===== src/rtl/fpu_format_convert.sv =====
// Pipelined IEEE-754 format converter (any exp/mantissa widths), two register stages:
// S1 classifies and normalises the input, S2 rounds, packs and raises flags.
module fpu_format_convert #(
  parameter int IN_EXP  = 11,
  parameter int IN_MAN  = 52,
  parameter int OUT_EXP = 8,
  parameter int OUT_MAN = 23
) (
  input  logic                     clk,
  input  logic                     rst,
  input  logic                     in_valid,
  output logic                     in_ready,
  input  logic [IN_EXP+IN_MAN:0]   in_data,
  input  logic [2:0]               in_rm,
  output logic                     out_valid,
  input  logic                     out_ready,
  output logic [OUT_EXP+OUT_MAN:0] out_data,
  output logic [4:0]               out_flags
);

  localparam int K       = OUT_MAN + 1;
  localparam int MAX_SH  = OUT_MAN + 2;
  localparam int SHW     = $clog2(MAX_SH + 1);
  localparam int XW      = IN_MAN + OUT_MAN + 4;
  localparam int LZW     = $clog2(IN_MAN + 1);
  localparam int W_A     = (IN_EXP > OUT_EXP) ? IN_EXP : OUT_EXP;
  localparam int W_B     = ($clog2(IN_MAN + 2) > $clog2(OUT_MAN + 3)) ? $clog2(IN_MAN + 2)
                                                                      : $clog2(OUT_MAN + 3);
  localparam int EW      = ((W_A > W_B) ? W_A : W_B) + 2;
  localparam int BIAS_D  = ((1 << (OUT_EXP - 1)) - 1) - ((1 << (IN_EXP - 1)) - 1);
  localparam int EXP_MAX = (1 << OUT_EXP) - 1;

  typedef struct packed {
    logic            sign;
    logic            zero;
    logic            inf;
    logic            nan;
    logic            snan;
    logic            tiny;
    logic [2:0]      rm;
    logic [SHW-1:0]  shift;
    logic [EW-1:0]   bexp;
    logic [IN_MAN:0] sig;
  } s1_t;

  logic                 in_sign;
  logic [IN_EXP-1:0]    in_exp;
  logic [IN_MAN-1:0]    in_man;
  logic [LZW-1:0]       lz;
  logic [EW-1:0]        sh_full;
  s1_t                  dec;
  s1_t                  s1_d, s1_q;
  logic                 s1_valid_d, s1_valid_q;
  logic                 s2_valid_d, s2_valid_q;
  logic [OUT_EXP+OUT_MAN:0] out_data_d, out_data_q;
  logic [4:0]           out_flags_d, out_flags_q;
  logic                 s1_en, s2_en;

  logic [XW-1:0]        ext, shifted;
  logic [K-1:0]         kept;
  logic                 guard, sticky, inexact, inc, ovf, to_inf;
  logic [K:0]           rounded;
  logic [EW-1:0]        exp_r;
  logic [OUT_MAN-1:0]   qnan_man;
  logic [OUT_EXP+OUT_MAN:0] res_data;
  logic [4:0]           res_flags;

  assign {in_sign, in_exp, in_man} = in_data;

  // Biased exponents are kept in EW-bit two's complement; bit EW-1 is the sign.
  always_comb begin : s1_decode
    lz = '0;
    for (int i = 0; i < IN_MAN; i++) begin
      if (in_man[i]) lz = LZW'(IN_MAN - 1 - i);
    end
    dec      = '0;
    dec.sign = in_sign;
    dec.rm   = in_rm;
    dec.zero = (in_exp == '0) && (in_man == '0);
    dec.inf  = (&in_exp) && (in_man == '0);
    dec.nan  = (&in_exp) && (in_man != '0);
    dec.snan = dec.nan && !in_man[IN_MAN-1];
    if (in_exp == '0) begin
      dec.sig  = {in_man, 1'b0} << lz;
      dec.bexp = EW'(BIAS_D) - EW'(lz);
    end else begin
      dec.sig  = {1'b1, in_man};
      dec.bexp = EW'(in_exp) + EW'(BIAS_D);
    end
    dec.tiny = dec.bexp[EW-1] || (dec.bexp == '0);
    sh_full  = EW'(1) - dec.bexp;
    if (dec.tiny) dec.shift = (sh_full > EW'(MAX_SH)) ? SHW'(MAX_SH) : SHW'(sh_full);
  end

  // Wide enough that a maximal right shift never drops a bit below the sticky field.
  always_comb begin : s2_round_pack
    ext     = {s1_q.sig, {(XW - IN_MAN - 1){1'b0}}};
    shifted = ext >> s1_q.shift;
    kept    = shifted[XW-1 -: K];
    guard   = shifted[XW-1-K];
    sticky  = |shifted[XW-2-K:0];
    inexact = guard | sticky;
    case (s1_q.rm)
      3'd1:    inc = 1'b0;
      3'd2:    inc = s1_q.sign & inexact;
      3'd3:    inc = ~s1_q.sign & inexact;
      3'd4:    inc = guard;
      default: inc = guard & (sticky | kept[0]);
    endcase
    case (s1_q.rm)
      3'd1:    to_inf = 1'b0;
      3'd2:    to_inf = s1_q.sign;
      3'd3:    to_inf = ~s1_q.sign;
      default: to_inf = 1'b1;
    endcase
    rounded = {1'b0, kept} + (K+1)'(inc);
    if (s1_q.tiny) exp_r = EW'(rounded[K-1]);
    else           exp_r = s1_q.bexp + EW'(rounded[K]);
    ovf = !s1_q.tiny && (exp_r >= EW'(EXP_MAX));
    qnan_man = '0;
    qnan_man[OUT_MAN-1] = 1'b1;
    res_flags = '0;
    if (s1_q.nan) begin
      res_data     = {1'b0, {OUT_EXP{1'b1}}, qnan_man};
      res_flags[4] = s1_q.snan;
    end else if (s1_q.inf) begin
      res_data = {s1_q.sign, {OUT_EXP{1'b1}}, {OUT_MAN{1'b0}}};
    end else if (s1_q.zero) begin
      res_data = {s1_q.sign, {OUT_EXP{1'b0}}, {OUT_MAN{1'b0}}};
    end else if (ovf) begin
      res_data  = to_inf ? {s1_q.sign, {OUT_EXP{1'b1}}, {OUT_MAN{1'b0}}}
                         : {s1_q.sign, OUT_EXP'(EXP_MAX - 1), {OUT_MAN{1'b1}}};
      res_flags = 5'b00101;
    end else begin
      res_data  = {s1_q.sign, exp_r[OUT_EXP-1:0], rounded[OUT_MAN-1:0]};
      res_flags = {3'b000, s1_q.tiny & inexact, inexact};
    end
  end

  // valid/ready: a beat moves when valid and ready are both high at the clock edge;
  // a stage loads when empty or when the stage after it is moving, so in_ready
  // follows out_ready combinationally and held outputs stay frozen while stalled.
  assign s2_en    = !s2_valid_q || out_ready;
  assign s1_en    = !s1_valid_q || s2_en;
  assign in_ready = s1_en;

  always_comb begin : pipe_next
    s1_valid_d  = s1_valid_q;
    s1_d        = s1_q;
    s2_valid_d  = s2_valid_q;
    out_data_d  = out_data_q;
    out_flags_d = out_flags_q;
    if (s1_en) begin
      s1_valid_d = in_valid;
      if (in_valid) s1_d = dec;
    end
    if (s2_en) begin
      s2_valid_d = s1_valid_q;
      if (s1_valid_q) begin
        out_data_d  = res_data;
        out_flags_d = res_flags;
      end
    end
  end

  always_ff @(posedge clk or negedge rst) begin
    if (!rst) begin
      s1_valid_q  <= 1'b0;
      s1_q        <= '0;
      s2_valid_q  <= 1'b0;
      out_data_q  <= '0;
      out_flags_q <= '0;
    end else begin
      s1_valid_q  <= s1_valid_d;
      s1_q        <= s1_d;
      s2_valid_q  <= s2_valid_d;
      out_data_q  <= out_data_d;
      out_flags_q <= out_flags_d;
    end
  end

  assign out_valid = s2_valid_q;
  assign out_data  = out_data_q;
  assign out_flags = out_flags_q;

endmodule


===== config.mk =====
export PLATFORM = sky130hd
export DESIGN_NAME = fpu_format_convert
export DESIGN_NICKNAME = d
export VERILOG_FILES = /design/src/rtl/fpu_format_convert.sv
export SDC_FILE = /design/constraint.sdc
export NUM_CORES = 1
export LEC_CHECK = 0
export ABC_AREA = 1
export CAP_MARGIN = 20
export CORE_ASPECT_RATIO = 1.75
export CORE_MARGIN = 2
export CORE_UTILIZATION = 50
export CTS_BUF_LIST = sky130_fd_sc_hd__clkbuf_4
export DETAILED_ROUTE_END_ITERATION = 16
export PLACE_DENSITY = 0.67
export SKIP_CTS_REPAIR_TIMING = 1
export SKIP_LAST_GASP = 1
export SYNTH_ARGS = -nofsm -noshare
export SYNTH_HDL_FRONTEND = slang
export SYNTH_SLANG_ARGS = --single-unit

===== constraint.sdc =====
create_clock -name clk -period 9.6 [get_ports clk]
set_clock_uncertainty 0.05 [all_clocks]
set_input_delay 1.44 -clock clk [delete_from_list [all_inputs] [get_ports clk]]
set_output_delay 1.44 -clock clk [all_outputs]
set_load 0.05 [all_outputs]

==> results_dict.tcl <==
set metrics [dict create \
    first_iter_violations 1176 \
    ctsHtreeMaxLevel 4 \
    holdPathEnd "out_data[3]" \
    power_density_nw_per_um2 162 \
    area_delta_synth_final_pct 11.6 \
    antenna_left 0 \
    core_area_um2 24400 \
    wl_per_cell_um 18.9 \
    clkPwrFrac_pct 14.9 \
    grt_max_degree 68 \
    timing.rr.end "out_data[21]" \
    port-buffer-count 108 \
    setup_tns_ns 0 \
    synthCells 2163 \
    place_ws_ns 1.34 \
    die-area_um2 26000 \
    synth_seq_area_share_pct 23.9 \
    timing.final.hold_violations 0 \
    grt_use_total_pct 37.3 \
    nets 2275 \
    p_leak_uw 0.00642 \
    clkTransAtPathRegs_ns 0.11 \
    setup_slack_ns 1.26 \
    antenna_found_initial 1 \
    drcViolationCount 0 \
    synth-edff-count 0 \
    dieHeight_um 212 \
    fmax_ghz 0.120 \
    final_area_um2 13800 \
    r2r_slack_ns 1.26 \
    cts_sinks 118 \
    place.gp.congestion 1.04 \
    critPathArrivalTime_ns 8.77 \
    worst_pin_slew_ns 1.12 \
    p_sw_uw 1120 \
    clk_latency_ns 0.60 \
    synth_nets 2242 \
    grt_use_met2_pct 66.5 \
    cp_slowest_cell "nor4_1" \
    slew_violations 0 \
    hold_depth 2 \
    initial_core_util_pct 50.5 \
    met3_usage_pct 4.98 \
    rows 76 \
    first_global_vias 13900 \
    vias 14700 \
    switching_share_pct 50.4 \
    ys_ff_latch 118 \
    ys_types 63 \
    seqCellArea_um2 2950 \
    multiInputGateArea_um2 8170 \
    finalSetupViolations 0 \
    busiest_layer "met2" \
    gr-usage-met1_pct 38.4 \
    clk_path_buf_depth 2 \
    critPathMaxStageDelay_ns 0.53 \
    pwr-share-seq_pct 31.0 \
    irDropWorstVdd_mv 0.0763 \
    path_class "reg -> reg" \
    grt_first_pass_wirelength_um 74200 \
    critPathLaunchType "register" \
    rr_startpoint "s1_q[66]" \
    drtPass1Iterations 6 \
    synth_top_flop_cell "dfrtp_1" \
    hold_start "out_data[3]" \
    period_needed_ns 8.34 \
    ys_warn_count 0 \
    pwr-share-comb_pct 54.1 \
    overflow 0 \
    total_power_uw 2220 \
    place_hpwl_um 37900 \
    cts_tree "done" \
    via_per_inst 5.81 \
    crit_fanout 28 \
    layout-drive-gt1-share_pct 4.62 \
    fillers 2601 \
    cp.required_ns 10.03 \
    outcome "finished clean" \
    worstRegToRegCells 43 \
    wl_um 47700 \
    p_int_uw 1100 \
    syn_avg_cell_area_um2 5.70 \
    io_pins 110 \
    syn_area_um2 12300 \
    cts-buffers-inserted 17 \
    crit_path_end_kind "register" \
    placed_cell_area_um2 13500 \
    rsz0062_at_grt "no" \
    drv_cap 0 \
    cts_root_buf "clkbuf_4" \
    relSlewSlack_pct 25.3 \
    period_share_pct 86.8 \
    async_flop_share_pct 100 \
    hp-class "reg -> reg" \
    die_w_um 123 \
]
==> routing by layer <==
metal	vias up	wire length [um]
li1	7239	-
met2	581	24300
met1	6628	16600
met5	-	0
met3	207	2560
met4	0	4300
==> cells in the mapped netlist (all sizes together), types with 7 or more instances <==
library cell,n,share of area [%]
mux2i,21,1.7
nand4,32,1.7
dfrtp,118,24
nand2,723,22
o22a,7,0.50
nand3,188,7.8
a21oi,107,4.4
buf,42,1.8
nor4,13,0.78
nor3,31,1.3
a31oi,16,0.81
inv,184,5.6
or2,10,0.51
ha,8,0.81
nor2,193,6.0
o21ai,312,13
xor2,9,0.64
o211ai,16,0.97
clkbuf,81,2.5
==> through the flow <==
stage | hold WS [ns] | util [%] | std cells
after global placement | 0.414 | 55.3 | 2489
after detailed placement | 0.416 | 55.3 | 2489
after global routing | 0.477 | 56.3 | 2522
after floorplan | 0.403 | - | 2163
final | 0.438 | 56.3 | 2522
after CTS | 0.442 | 56.3 | 2521
==> how the worst max path moves through the flow <==
stage / slack, ns / start / to
final: 1.26 / s1_q[66] / out_data[21]
after global routing: 0.44 / s1_q[66] / out_data[21]
after CTS: 1.33 / s1_q[66] / out_data[21]
after detailed placement: 1.34 / s1_q[66] / out_data[21]
after global placement: 1.54 / s1_q[66] / out_data[21]
after floorplan: 2.67 / s1_q[68] / out_data[14]
==> sequential cells by signal, summed over array words and instances, names as in the netlist <==
register / cells
ext: 53
out_data: 32
s1_q: 27
out_flags: 4
out_valid: 1
s1_valid_q: 1
==> area by class of cell <==
type / count / area share, %
inverter: 186 / 5.11
sequential: 118 / 21.5
timing repair buffer: 137 / 9.42
antenna: 1 / 0.0182
clock buffer: 18 / 0.982
multi-input combinational: 1736 / 59.4
tap: 312 / 2.84
clock inverter: 14 / 0.809
==> kinds of logic (layout without fill, tap and decap cells) <==
logic type / Yosys count / in the layout / share of synthesized area [%]
compound gates: 500 / 500 / 22.2
xor+xnor: 12 / 12 / 0.852
fa+ha+maj: 8 / 8 / 0.812
buf+inv: 309 / 355 / 10.0
flops: 118 / 118 / 23.9
mux: 21 / 21 / 1.70
other cells: 1 / 2 / 0.0304
simple gates: 1194 / 1194 / 40.4
==> layout by cell type (no fill, tap or decap), types with 9 or more instances in the layout <==
cell type / instances
nor3_1: 31
clkbuf_4: 18
nand4_1: 31
o211ai_1: 16
a31oi_1: 15
clkdlybuf4s50_1: 107
inv_1: 174
dfrtp_1: 118
nand2_1: 717
nand3_1: 185
mux2i_1: 21
nor4_1: 12
buf_4: 30
o21ai_1: 41
a21oi_1: 105
o21ai_0: 266
nor2_1: 188
xor2_1: 9
==> worst max-delay path, delay by kind of cell, from the launching register on <==
kind	cells	cell delay [ns]
AO/OA/AOI/OAI	12	2.05
flip-flops	1	0.47
XOR/XNOR	1	0.15
AND/OR/NAND/NOR	22	3.99
adder cells (fa/ha/maj)	4	0.90
buffers and inverters	4	0.60
==> power by group through the flow <==
stage / Clock (uW) / Sequential [uW] / Combinational, uW
floorplan: 0 / 882 / 611
global placement: 0 / 692 / 1180
detailed placement: 0 / 698 / 1190
CTS: 333 / 688 / 1190
global route: 354 / 704 / 1320
finish: 331 / 689 / 1200
Note: power is estimated with default switching activity, not from simulation.
